`src/rtl/mem_access_stage.sv`:
```
// Memory stage: drives the req/ack data port, stalls the front end while an
// access is outstanding, flags misalignment/timeout and registers MEM/WB.
module mem_access_stage #(
    parameter int TIMEOUT = 64
) (
    input  logic        clk,
    input  logic        reset,
    input  logic [31:0] in_alu_out,
    input  logic [4:0]  in_rd,
    input  logic [31:0] in_mem_data,
    input  logic        in_mem_write,
    input  logic        in_mem_read,
    input  logic        in_mem_to_reg,
    input  logic        in_write_enable,
    output logic        out_stall,
    output logic        dmem_req,
    output logic        dmem_we,
    output logic [31:0] dmem_addr,
    output logic [31:0] dmem_wdata,
    input  logic        dmem_ack,
    input  logic [31:0] dmem_rdata,
    output logic [31:0] out_wb_data,
    output logic [4:0]  out_rd,
    output logic        out_write_enable,
    output logic        out_misaligned,
    output logic        out_bus_error
);

    localparam int CW = $clog2(TIMEOUT);

    typedef enum logic {
        IDLE,
        ACCESS
    } state_t;

    state_t        state, state_nxt;
    logic [CW-1:0] cnt, cnt_nxt;

    logic        mem_op;
    logic        misaligned;
    logic        timeout;
    logic        rd_ok;

    logic [31:0] wb_data_nxt;
    logic [4:0]  rd_nxt;
    logic        we_nxt;
    logic        mis_nxt;
    logic        be_nxt;

    assign mem_op     = in_mem_read | in_mem_write;
    assign misaligned = mem_op && (in_alu_out[1:0] != 2'b00);
    assign timeout    = (state == ACCESS) && !dmem_ack
                     && (cnt == CW'(TIMEOUT - 1));
    assign rd_ok      = (in_rd != 5'd0);

    // Address and data come straight from the held EX/MEM register
    assign dmem_req   = (state == ACCESS);
    assign dmem_we    = in_mem_write;
    assign dmem_addr  = in_alu_out;
    assign dmem_wdata = in_mem_data;

    // Next-state, stall and MEM/WB capture values
    always_comb begin
        state_nxt   = state;
        cnt_nxt     = cnt;
        out_stall   = 1'b0;
        wb_data_nxt = in_alu_out;
        rd_nxt      = in_rd;
        we_nxt      = 1'b0;
        mis_nxt     = 1'b0;
        be_nxt      = 1'b0;
        unique case (state)
            IDLE: begin
                if (misaligned) begin
                    mis_nxt = 1'b1;
                end else if (mem_op) begin
                    out_stall = 1'b1;
                    state_nxt = ACCESS;
                    cnt_nxt   = '0;
                end else begin
                    we_nxt = in_write_enable & rd_ok;
                end
            end
            ACCESS: begin
                out_stall = !dmem_ack && !timeout;
                if (dmem_ack) begin
                    wb_data_nxt = in_mem_to_reg ? dmem_rdata : in_alu_out;
                    we_nxt      = in_write_enable & rd_ok;
                    state_nxt   = IDLE;
                end else if (timeout) begin
                    be_nxt    = 1'b1;
                    state_nxt = IDLE;
                end else begin
                    cnt_nxt = cnt + 1'b1;
                end
            end
            default: state_nxt = IDLE;
        endcase
    end

    // FSM state and timeout counter
    always_ff @(posedge clk) begin
        if (reset) begin
            state <= IDLE;
            cnt   <= '0;
        end else begin
            state <= state_nxt;
            cnt   <= cnt_nxt;
        end
    end

    // MEM/WB pipeline register
    always_ff @(posedge clk) begin
        if (reset) begin
            out_wb_data      <= '0;
            out_rd           <= '0;
            out_write_enable <= 1'b0;
            out_misaligned   <= 1'b0;
            out_bus_error    <= 1'b0;
        end else begin
            out_wb_data      <= wb_data_nxt;
            out_rd           <= rd_nxt;
            out_write_enable <= we_nxt;
            out_misaligned   <= mis_nxt;
            out_bus_error    <= be_nxt;
        end
    end

endmodule

```
`config.mk`:
```
export PLATFORM = sky130hd
export DESIGN_NAME = mem_access_stage
export DESIGN_NICKNAME = d
export VERILOG_FILES = /design/src/rtl/mem_access_stage.sv
export SDC_FILE = /design/constraint.sdc
export NUM_CORES = 1
export LEC_CHECK = 0
export ABC_AREA = 1
export BUFFER_PORTS_ARGS = -buffer_cell sky130_fd_sc_hd__buf_2
export CAP_MARGIN = 20
export CORE_AREA = 8 8 90 124
export CTS_CLUSTER_DIAMETER = 80
export DETAILED_ROUTE_END_ITERATION = 8
export DIE_AREA = 0 0 98 132
export PLACE_DENSITY = 0.66
export SLEW_MARGIN = 0
export SYNTH_ARGS = -nofsm -noshare
export SYNTH_HDL_FRONTEND = slang
export SYNTH_SLANG_ARGS = --single-unit
```
`constraint.sdc`:
```
create_clock -name clk -period 2.25 [get_ports clk]
set_input_delay 0.1125 -clock clk [delete_from_list [all_inputs] [get_ports clk]]
set_output_delay 0.1125 -clock clk [all_outputs]
set_load 0.01 [all_outputs]
```
==> impl_metrics.yaml, run 1 <==
die:
  die_x_um: 98
  die_area_sq_um: 12900
  coreArea_sq_um: 9300
  die-height_um: 132
  start_util_pct: 24.5
  io_pins: 215
  num_rows: 42
clock_tree:
  cts_max_level: 2
  clk_latency_ns: 0.29
  cts.reportedPaths.clkPinSlew_ns: 0.06
  cts_setup_buffers: 0
  clk_path_buf_depth: 2
  root_buffer: "clkbuf_16"
  cts_made_buffers: 5
  cts_resized: 0
  cts_hold_buf: 0
  cts_num_sinks: 47
  cts_tree: "built"
critical_path:
  cp-end-kind: "output pin"
  cp_num_buf_inv: 2
  ff2ff_setup_slack_ns: 0.91
  critical_path_arrival_ns: 1.53
  endpoint: "out_stall"
  crit_start: "cnt[1]"
  crit_chain: "ha_1 > nand2_1 > inv_1 > nand2_1 > nand2_1 > nand2_1 > buf_2"
  reg2reg_depth: 8
  start_kind: "flop"
  path_max_fanout: 5
  critical-path-top-delay-family: "flip-flops"
  rr_endpoint: "cnt[3]"
  slowest_stage: "dfxtp_1"
  crit_type: "reg -> out"
  r2r_start: "cnt[1]"
  crit_required_ns: 2.14
  path_common_cell: "nand2_1"
  max_stage_delay_ns: 0.38
  cp.depth: 7
layout:
  finish.utilization_pct: 30.5
  layout_commonest_cell: "buf_2"
  final_cells: 489
  num_antenna_cells: 0
  ff_latch_area_sq_um: 941
  syn2layout_area_growth_pct: 24.8
  layout_common_cells: "buf_2, dfxtp_1, inv_1"
  drive_above_1_share_pct: 44.3
  nFillCells: 983
  multi_input_area_sq_um: 631
  finalNetCount: 487
synthesis:
  synth_area_sq_um: 2270
  syn_nets: 403
  yosysSeqAreaShare_pct: 41.4
  synth-seq-cells: 47
  ys_warn_count: 0
  yosysUniqueCellTypes: 20
  synth.avg_cell_area_sq_um: 7.74
  syn-instance-count: 294
global_route:
  grt_max_degree: 65
  grt_overflow: 0
  grt_pass1_wl_mm: 10.9
  antenna_found_initial: 1
  track_usage_pct: 10.6
  grt_pass1_vias: 2117
sta:
  slew_headroom_pct: 55.7
  worstMarginPinSlew_ns: 0.664
  max_freq_mhz: 608
  finalHoldViolCount: 0
  min_period_over_period_pct: 73.1
  setup_tns_ns: 0
  fin_crit_ns: 1.65
  fin_skew_ns: 0.00788
  rsz0062_at_grt: "no"
  timing.final.ws_setup_ns: 0.604
  drv_slew: 0
  setup_viol: 0
place:
  place_ws_ns: 0.784
  portBuffers: 150
  dp_cells: 481
  gp_congestion: 0.823
  dp_hpwl_mm: 5.88
pwr:
  power_density_nw_per_um2: 712
  vdd_ir_drop_max_mv: 0.295
  p_leak_nw: 1.56
route:
  detail_route.iter0.violations: 33
  drt_wl_total_mm: 7.01
  wl_per_cell_um: 14.3
  vias: 2011
  ant_nets: 0
  drt_pass1_iterations: 4
  vias_per_cell: 4.11
  drcViolationCount: 0
hold_path:
  min_path_type: "in -> reg"
  hold_start: "in_rd[2]"
run:
  maxCapViolations: 0
status:
  status: "completed"
-- metrics by stage --
stage / area [sq um] / total power, mW / hold slack, ns
after global placement: 2660 / 1.19 / 0.225
after CTS: 2840 / 2.06 / 0.0336
final: 2840 / 2.02 / 0.0423
after global routing: 2840 / 2.12 / 0.0486
after floorplan: 2270 / 1.12 / 0.182
after detailed placement: 2660 / 1.19 / 0.225
-- sequential cells by signal (all words and copies together), names as in the netlist --
register and count:
dmem_req 1, out_misaligned 1, cnt 6, out_write_enable 1, out_bus_error 1, out_rd 5, out_wb_data 32
-- cells by family after synthesis --
kind of cell,Yosys count,synth area share (%)
buffers and inverters,122,30.9
AOI/OAI and AO/OA,70,15.5
and+or+nand+nor,54,11.7
DFF,47,41.4
adders and majority gates,1,0.550
-- worst register-to-register path, cell delays in order, from the launching register on --
cell     delay [ns]
dfxtp_1        0.38
ha_1           0.19
nand2_1        0.08
inv_1          0.13
nand2_1        0.07
nand2_1        0.09
nand2_1        0.14
nand2_1        0.10
a21oi_1        0.06
-- how the worst min path moves through the flow --
stage | endpoint | depth (start not counted)
2_1_floorplan | dmem_req | 1
3_3_place_gp | dmem_wdata[6] | 0
3_5_place_dp | dmem_wdata[6] | 0
4_1_cts | out_rd[2] | 3
5_1_grt | out_rd[0] | 3
6_report | out_rd[2] | 3
-- cell type report --
type	count	area share, %
timing repair buffer	152	27.4
multi-input combinational	125	22.2
clock inverter	2	1.23
tap	110	4.85
sequential	47	33.2
clock buffer	6	4.89
inverter	47	6.22
-- power breakdown --
part	total [mW]	switching, mW	internal [mW]
registers	0.886	0.0108	0.875
clock network	0.858	0.306	0.552
logic	0.277	0.153	0.124
total	2.02	0.470	1.55
-- Yosys cell counts, drive strengths merged --
library cell  count  area share, %
nand2            25            4.6
ha                1           0.55
nor2             16            3.6
dfxtp            47             41
buf              65             21
nand3             8            2.2
inv              47            7.8
clkbuf           10            1.7
nor3              2           0.44
o21bai            1           0.33
nand4             2           0.55
a21oi            37            8.1
o21ai            32            7.0
nor4              1           0.28
-- metal layers --
layer | part of all wire [%] | track usage (%) | vias to the layer above
met5 | 0.13 | 0 | -
met2 | 53 | 19.7 | 75
met1 | 33 | 8.77 | 866
li1 | - | - | 1024
met3 | 7.9 | 3.59 | 44
met4 | 6.1 | 9.23 | 2
No activity file was read; power rests on OpenSTA's default activity.
==> run 2: changes to the inputs <==
--- a/config.mk
+++ b/config.mk
@@ -5,14 +5,14 @@
 export SDC_FILE = /design/constraint.sdc
 export NUM_CORES = 1
 export LEC_CHECK = 0
-export ABC_AREA = 1
+export ABC_AREA = 0
 export BUFFER_PORTS_ARGS = -buffer_cell sky130_fd_sc_hd__buf_2
 export CAP_MARGIN = 20
 export CORE_AREA = 8 8 90 124
 export CTS_CLUSTER_DIAMETER = 80
 export DETAILED_ROUTE_END_ITERATION = 8
 export DIE_AREA = 0 0 98 132
-export PLACE_DENSITY = 0.66
+export PLACE_DENSITY = 0.68
 export SLEW_MARGIN = 0
 export SYNTH_ARGS = -nofsm -noshare
 export SYNTH_HDL_FRONTEND = slang
==> constraint.sdc (replaced) <==
create_clock -name clk -period 1.4 [get_ports clk]
set_input_delay 0.07 -clock clk [delete_from_list [all_inputs] [get_ports clk]]
set_output_delay 0.07 -clock clk [all_outputs]
set_load 0.01 [all_outputs]
==> impl_metrics.yaml, run 2 <==
route:
  drt_wl_total_mm: 7.55
  drcViolationCount: 0
  wl_per_cell_um: 16.1
  detail_route.iter0.violations: 28
  vias: 2000
  drt_pass1_iterations: 4
  ant_nets: 0
  vias_per_cell: 4.27
sta:
  min_period_over_period_pct: 96.9
  worstMarginPinSlew_ns: 0.278
  fin_skew_ns: 0.00288
  slew_headroom_pct: 81.4
  timing.final.ws_setup_ns: 0.0437
  finalHoldViolCount: 0
  hold_slack_ns: 0.0120
  max_freq_mhz: 737
  fin_crit_ns: 1.36
  drv_slew: 0
  setup_viol: 0
clock_tree:
  clk_latency_ns: 0.29
  cts_hold_buf: 0
  cts_tree: "built"
  root_buffer: "clkbuf_16"
  clk_path_buf_depth: 2
  cts_num_sinks: 47
  cts_max_level: 2
  cts.reportedPaths.clkPinSlew_ns: 0.06
  cts_made_buffers: 5
place:
  gp_congestion: 0.823
  place_ws_ns: 0.196
  dp_hpwl_mm: 6.16
  dp_cells: 455
  portBuffers: 150
synthesis:
  yosysUniqueCellTypes: 33
  yosys.area.top_type: "dfxtp_1"
  synth-seq-cells: 47
  syn_nets: 377
  synth_edf_count: 0
  synth.avg_cell_area_sq_um: 8.47
  syn-instance-count: 268
  netlist_top_cells_area: "dfxtp_1, buf_4, nand2_1"
  async_reset_ff_share_pct: 0
  ys_warn_count: 0
  post-synth-top-count-cell: "nand2_1"
  synth_flop_cell: "dfxtp_1"
  synth_area_sq_um: 2270
  synth_top_area_share_pct: 41.4
  yosysSeqAreaShare_pct: 41.4
  synthTopCellsByCount: "nand2_1, buf_4, dfxtp_1"
layout:
  largest_register_ffs: 32
  layout_commonest_cell: "buf_2"
  final_cells: 468
  regMostFlops: "out_wb_data"
  top_regs: "out_wb_data: 32 flops, cnt: 6 flops, out_rd: 5 flops"
  num_antenna_cells: 0
  finalNetCount: 466
  finish.utilization_pct: 30.6
  syn2layout_area_growth_pct: 25.2
  ff_latch_area_sq_um: 948
  multi_input_area_sq_um: 769
  layout_common_cells: "buf_2, nand2_1, dfxtp_1"
  drive_above_1_share_pct: 52.0
  nFillCells: 975
hold_path:
  hold_start: "in_rd[0]"
  hold_depth: 2
  holdPathEnd: "out_rd[0]"
  min_path_type: "in -> reg"
pwr:
  power.internal_mw: 2.29
  power_frac_comb_pct: 15.5
  clock_power_share_pct: 37.9
  p_leak_nw: 1.46
  switching_share_pct: 25.0
  seqPwrFrac_pct: 46.6
  vdd_ir_drop_max_mv: 0.390
  power_density_nw_per_um2: 1070
  p_total_mw: 3.05
  power_switching_uw: 763
global_route:
  antenna_found_initial: 0
  grt_overflow: 0
  grt_max_degree: 33
  grt_pass1_vias: 2153
  grt_pass1_wl_mm: 11.3
  track_usage_pct: 11.2
critical_path:
  crit_chain: "o21bai_4 > or2_1 > nand2_1 > buf_4"
  reg2reg_depth: 5
  crit_type: "reg -> out"
  cp_num_buf_inv: 1
  start_kind: "flop"
  rr_endpoint: "cnt[0]"
  slowest_stage: "dfxtp_4"
  cp-end-kind: "output pin"
  path_max_fanout: 5
  crit_required_ns: 1.33
  ff2ff_setup_slack_ns: 0.23
  critical_path_arrival_ns: 1.29
  r2r_start: "cnt[0]"
  max_stage_delay_ns: 0.36
  critical-path-top-delay-family: "flip-flops"
run:
  maxCapViolations: 0
die:
  coreArea_sq_um: 9300
  io_pins: 215
  die_area_sq_um: 12900
  start_util_pct: 24.4
  die-height_um: 132
  die_x_um: 98
  num_rows: 42
status:
  status: "completed"
[run 2: cell count changes after synthesis, sizes merged, moves of 3 or more]
cell / before / now
inv: 47 / 1
nand2: 25 / 66
o21ai: 32 / 1
nor2: 16 / 3
nor2b: 0 / 5
buf: 65 / 69
nand3: 8 / 4
and3: 0 / 3
or2: 0 / 3
[run 2: layout make-up]
type / count / area share [%]
clock buffer: 7 / 4.67
clock inverter: 1 / 0.176
inverter: 1 / 0.132
multi-input combinational: 143 / 27.1
sequential: 47 / 33.4
tap: 110 / 4.84
timing repair buffer: 159 / 29.8
[run 2: logic make-up after synthesis]
group                    synth area share, %
multiplexers                           0.882
buffers and inverters                   25.3
flip-flops                              41.4
AO/OA/AOI/OAI                           12.6
AND/OR/NAND/NOR                         19.3
adder cells (fa/ha/maj)                0.551
[run 2: metal layers]
layer	part of all wire [%]	routed length (um)	global-route usage, %	vias up
met2	48	3650	19.1	112
li1	-	-	-	983
met1	35	2670	10.3	859
met5	0	0	0	-
met3	11	795	4.97	46
met4	5.7	432	8.53	0
[run 2: worst max-delay path by stage]
stage | from | slack (ns) | to | depth (start not counted)
after floorplan | dmem_req | 0.24 | out_wb_data[10] | 4
after global placement | dmem_req | 0.25 | out_wb_data[7] | 4
after detailed placement | dmem_req | 0.20 | out_wb_data[9] | 4
after CTS | cnt[0] | 0.006 | out_stall | 5
after global routing | dmem_req | -0.006 | out_stall | 4
final | dmem_req | 0.04 | out_stall | 4
[run 2: through the flow]
stage	instance area (sq um)	TNS (ns)
after floorplan	2270	0
after global placement	2640	0
after detailed placement	2640	0
after CTS	2800	0
after global routing	2840	-0.00570
final	2840	0
[run 2: worst register-to-register path: stages (launching register included)]
cell and delay, ns:
dfxtp_2 0.35, ha_2 0.18, nand2_1 0.09, o21bai_2 0.14
buf_4 0.14, mux2i_1 0.18
[run 2: what timing repair did]
| action | CTS | global route |
|---|---|---|
| setup buffers | 1 | 4 |
| gates resized for setup | 3 | 6 |
| pin swaps | 1 | 2 |
| setup endpoints to repair | 1 | 1 |
[run 2: power groups by stage]
stage | clock (mW) | sequential (mW) | combinational [mW]
floorplan | 0 | 1.49 | 0.310
global placement | 0 | 1.45 | 0.461
detailed placement | 0 | 1.45 | 0.465
CTS | 1.21 | 1.42 | 0.472
global route | 1.26 | 1.42 | 0.520
finish | 1.16 | 1.42 | 0.472
